<file path="config.mk">
export PLATFORM = sky130hd
export DESIGN_NAME = rptr_empty_lvl
export DESIGN_NICKNAME = d
export VERILOG_FILES = /design/src/rtl/rptr_empty_lvl.sv
export SDC_FILE = /design/constraint.sdc
export NUM_CORES = 1
export LEC_CHECK = 0
export BUFFER_PORTS_ARGS = -buffer_cell sky130_fd_sc_hd__buf_2
export CAP_MARGIN = 10
export CELL_PAD_IN_SITES_DETAIL_PLACEMENT = 0
export CELL_PAD_IN_SITES_GLOBAL_PLACEMENT = 1
export CORE_ASPECT_RATIO = 2
export CORE_MARGIN = 1.5
export CORE_UTILIZATION = 35
export DETAILED_ROUTE_END_ITERATION = 8
export PLACE_DENSITY = 0.8
export SYNTH_ARGS = -nofsm -noshare
export SYNTH_HDL_FRONTEND = slang
export SYNTH_SLANG_ARGS = --single-unit
</file>
<file path="constraint.sdc">
create_clock -name rclk -period 2.75 [get_ports rclk]
set_input_delay 0.825 -clock rclk [delete_from_list [all_inputs] [get_ports rclk]]
set_output_delay 0.825 -clock rclk [all_outputs]
set_load 0.05 [all_outputs]
</file>
<file path="src/rtl/rptr_empty_lvl.sv">
// Read-side pointer and status block for the dual-clock FIFO.
// It keeps a binary and Gray read counter and decodes the synchronised write
// pointer back to binary. From these it derives the read fill level and the
// empty, almost-empty and sticky underflow flags, all registered in rclk.
module rptr_empty_lvl #(
  parameter int ADDRSIZE = 4
) (
  input  logic                rclk,
  input  logic                rrst_n,
  input  logic                rinc,
  input  logic [ADDRSIZE:0]   rq2_wptr,
  input  logic [ADDRSIZE:0]   ae_thresh,
  input  logic                runderflow_clr,
  output logic [ADDRSIZE-1:0] raddr,
  output logic [ADDRSIZE:0]   rptr,
  output logic                rempty,
  output logic                raempty,
  output logic [ADDRSIZE:0]   rlevel,
  output logic                runderflow
);

  function automatic logic [ADDRSIZE:0] bin2gray(input logic [ADDRSIZE:0] b);
    return (b >> 1) ^ b;
  endfunction

  function automatic logic [ADDRSIZE:0] gray2bin(input logic [ADDRSIZE:0] g);
    logic [ADDRSIZE:0] b;
    b[ADDRSIZE] = g[ADDRSIZE];
    for (int i = ADDRSIZE - 1; i >= 0; i--) begin
      b[i] = b[i+1] ^ g[i];
    end
    return b;
  endfunction

  logic [ADDRSIZE:0] rbin;
  logic [ADDRSIZE:0] rbinnext;
  logic [ADDRSIZE:0] rgraynext;
  logic [ADDRSIZE:0] wbin_s;
  logic [ADDRSIZE:0] level_next;
  logic              rd_ok;
  logic              empty_next;
  logic              aempty_next;
  logic              uf_set;

  // Next-state arithmetic: pointer advance, write-pointer decode, level and flags
  always_comb begin
    rd_ok       = rinc & ~rempty;
    uf_set      = rinc & rempty;
    rbinnext    = rbin + {{ADDRSIZE{1'b0}}, rd_ok};
    rgraynext   = bin2gray(rbinnext);
    wbin_s      = gray2bin(rq2_wptr);
    // Modular difference; at most 2**ADDRSIZE for a healthy write side.
    level_next  = wbin_s - rbinnext;
    // Gray equality is the same condition as level_next == 0.
    empty_next  = (rgraynext == rq2_wptr);
    aempty_next = (level_next <= ae_thresh);
  end

  // Read pointer register: binary and Gray copies advance together
  always_ff @(posedge rclk or negedge rrst_n) begin
    if (!rrst_n) begin
      rbin <= '0;
      rptr <= '0;
    end else begin
      rbin <= rbinnext;
      rptr <= rgraynext;
    end
  end

  // Status register: level, empty and almost-empty; empty resets asserted
  always_ff @(posedge rclk or negedge rrst_n) begin
    if (!rrst_n) begin
      rlevel  <= '0;
      rempty  <= 1'b1;
      raempty <= 1'b1;
    end else begin
      rlevel  <= level_next;
      rempty  <= empty_next;
      raempty <= aempty_next;
    end
  end

  // Sticky underflow: a new underflow takes priority over a clear
  always_ff @(posedge rclk or negedge rrst_n) begin
    if (!rrst_n) begin
      runderflow <= 1'b0;
    end else begin
      runderflow <= uf_set | (runderflow & ~runderflow_clr);
    end
  end

  assign raddr = rbin[ADDRSIZE-1:0];

endmodule
</file>
==> qor.yml <==
clkSlewWorstSetupHoldPaths_ns: 0.07
via_per_inst: 4.81
drt_iter0_drc: 9
grt_pass1_wl_mm: 4.22
clkLatencyLatePin_ns: 0.25
ys.flop_type: "dfrtp_1"
dr_total_vias: 846
cts_buffer_depth: 2
fin_cells: 176
place.gp.congestion: 0.771
hp-class: "input pin to asynchronous set/reset pin"
fin_crit_sh: 1.15
synth_edf_count: 0
fin_nets: 173
cts_tree: "built"
overflow: 0
drc: 0
fp.dieW_um: 42.1
antenna_cells: 0
drive_gt1_frac: 0.438
maxCapViolations: 0
ys_warn_count: 0
synth_cell_types: 28
setup_slack_ns: -0.424
worst_slew_margin_rel: 0.725
setup_viol: 1
place_inst: 172
worstPathArrival_ns: 3.36
grt_pass1_vias: 967
initial_core_util: 0.363
ios: 31
wl_mm: 2.44
ys_seq_area_frac: 0.400
fin_crit_ns: 3.17
avgRoutedWirePerCell_um: 13.9
violations: "negative setup slack"
fin_skew_ns: 0.00432
rsz0062_at_grt: "true"
fmax_ghz: 0.315
grt_max_degree: 18
cts_buffers: 3
synth-async-reset-ratio: 1.00
syn-num-nets: 125
hold_viol: 0
portBuffers: 30
fin_setup_tns_ns: -0.424
h-tree-depth: 1
firstDrtPassIters: 4
track_usage: 0.164
antenna_found_initial: 0
crit_fanout: 2
num_rows: 28
ant_nets: 0
dieArea_mm2: 0.00341
ys_ff_latch: 17
critPathCaptureType: "register"
die_h_um: 81.1
core_area_mm2: 0.00294
cp-start-kind: "input pin"
postSynthAreaPerCell_um2: 10.8
crit_type: "input pin to register"
synthCells: 99
hpwl_mm: 1.98
syn2layout_area_growth_pct: 39.3
postCtsSetupBuffers: 0
place_ws_ns: -0.782
syn_area_mm2: 0.00107
cts_root_buffer: "clkbuf_8"
cp.required_ns: 2.93
final_max_slew_viol_count: 0
cts_sinks: 17
ctsHoldBuffers: 0
tightest_slew_ns: 0.413
status: "finished with violations"
-- cell families (layout without fill, tap and decap cells) --
kind of cell	count (synthesis)	after routing	share of synthesized area
AO/OA/AOI/OAI	13	13	0.0749
flip-flops	17	17	0.400
adder cells (fa/ha/maj)	12	12	0.148
XOR/XNOR	23	23	0.206
buffers and inverters	18	65	0.0691
AND/OR/NAND/NOR	16	16	0.102
-- per-stage QoR --
step,hold slack (ns),area [µm²],utilization
after floorplan,0.529,1070,-
after global placement,0.507,1360,0.463
after detailed placement,0.523,1360,0.463
after CTS,0.502,1450,0.493
after global routing,0.519,1490,0.506
final,0.483,1490,0.506
-- path summary, 6_finish.rpt --
kind	startpoint	endpoint	slack [ns]	cells after the start
setup / recovery	rq2_wptr[4]	raempty$_DFF_PN1_	-0.42	14
hold / removal	rrst_n	rlevel[0]$_DFF_PN0_	0.48	1
setup reg to reg	rempty$_DFF_PN1_	raempty$_DFF_PN1_	0.07	12
hold reg to reg	rempty$_DFF_PN1_	runderflow$_DFF_PN0_	0.52	2
max in group asynchronous	rrst_n	rempty$_DFF_PN1_	1.95	1
min in group rclk	rempty$_DFF_PN1_	runderflow$_DFF_PN0_	0.52	2
-- synthesized netlist by cell type, types with 2 or more instances --
| cell type | instances | area (µm²) |
|---|---|---|
| dfrtp_1 | 15 | 375 |
| inv_1 | 15 | 56.3 |
| xnor2_1 | 14 | 123 |
| ha_1 | 11 | 138 |
| xor2_1 | 8 | 70.1 |
| a21oi_1 | 4 | 20.0 |
| nor2b_1 | 3 | 18.8 |
| o21a_1 | 3 | 22.5 |
| o21ai_0 | 3 | 15.0 |
| a21o_1 | 2 | 15.0 |
| dfstp_2 | 2 | 52.6 |
| nand2_1 | 2 | 7.51 |
| nand3_1 | 2 | 10.0 |
-- flip-flops by register name (all words and copies together) (netlist names) --
signal	flops
rlevel	5
runderflow	1
raempty	1
rbin	5
rempty	1
rptr	4
-- cell type report --
type                            instances  area, µm²
Fill cell                             282       1450
Multi-Input combinational cell         64        634
Sequential cell                        17        428
Timing Repair Buffer                   46        287
Inverter                               15       56.3
Clock buffer                            3       41.3
Tap cell                               30       37.5
Clock inverter                          1       5.00
-- worst max-delay path, cell delays in order --
cell     delay (ns)
buf_8          0.11
xor2_4         0.18
xnor2_2        0.19
xor2_2         0.19
xor2_1         0.20
ha_2           0.22
fa_1           0.43
inv_2          0.09
ha_4           0.19
nor2b_4        0.12
o21a_1         0.17
o21a_1         0.16
o21a_1         0.16
o21ai_1        0.13
-- per-layer routing --
layer / vias up / global-route usage / wire, µm
met1: 419 / 0.147 / 787
met5: - / 0 / 0
li1: 409 / - / -
met3: 2 / 0.0200 / 48
met2: 16 / 0.353 / 1570
met4: 0 / 0.0563 / 30
-- layout by cell type (no fill, tap or decap), drive strengths merged, types with 2 or more instances in the layout --
| master | n |
|---|---|
| nand2 | 2 |
| nor2b | 3 |
| and3 | 2 |
| buf | 46 |
| ha | 11 |
| xnor2 | 14 |
| nand3 | 2 |
| o21a | 3 |
| o21ai | 3 |
| a21oi | 4 |
| inv | 15 |
| xor2 | 9 |
| clkbuf | 3 |
| dfstp | 2 |
| dfrtp | 15 |
| a21o | 2 |
-- what timing repair did --
| action | in CTS | in global routing |
|---|---|---|
| setup endpoints to repair | 1 | 2 |
| resized for setup | 8 | 6 |
| pin swaps | 3 | 0 |
Power is left out: the tool's default activity adds up to more than one toggle a clock period on the data nets, which glitch-free logic cannot reach.
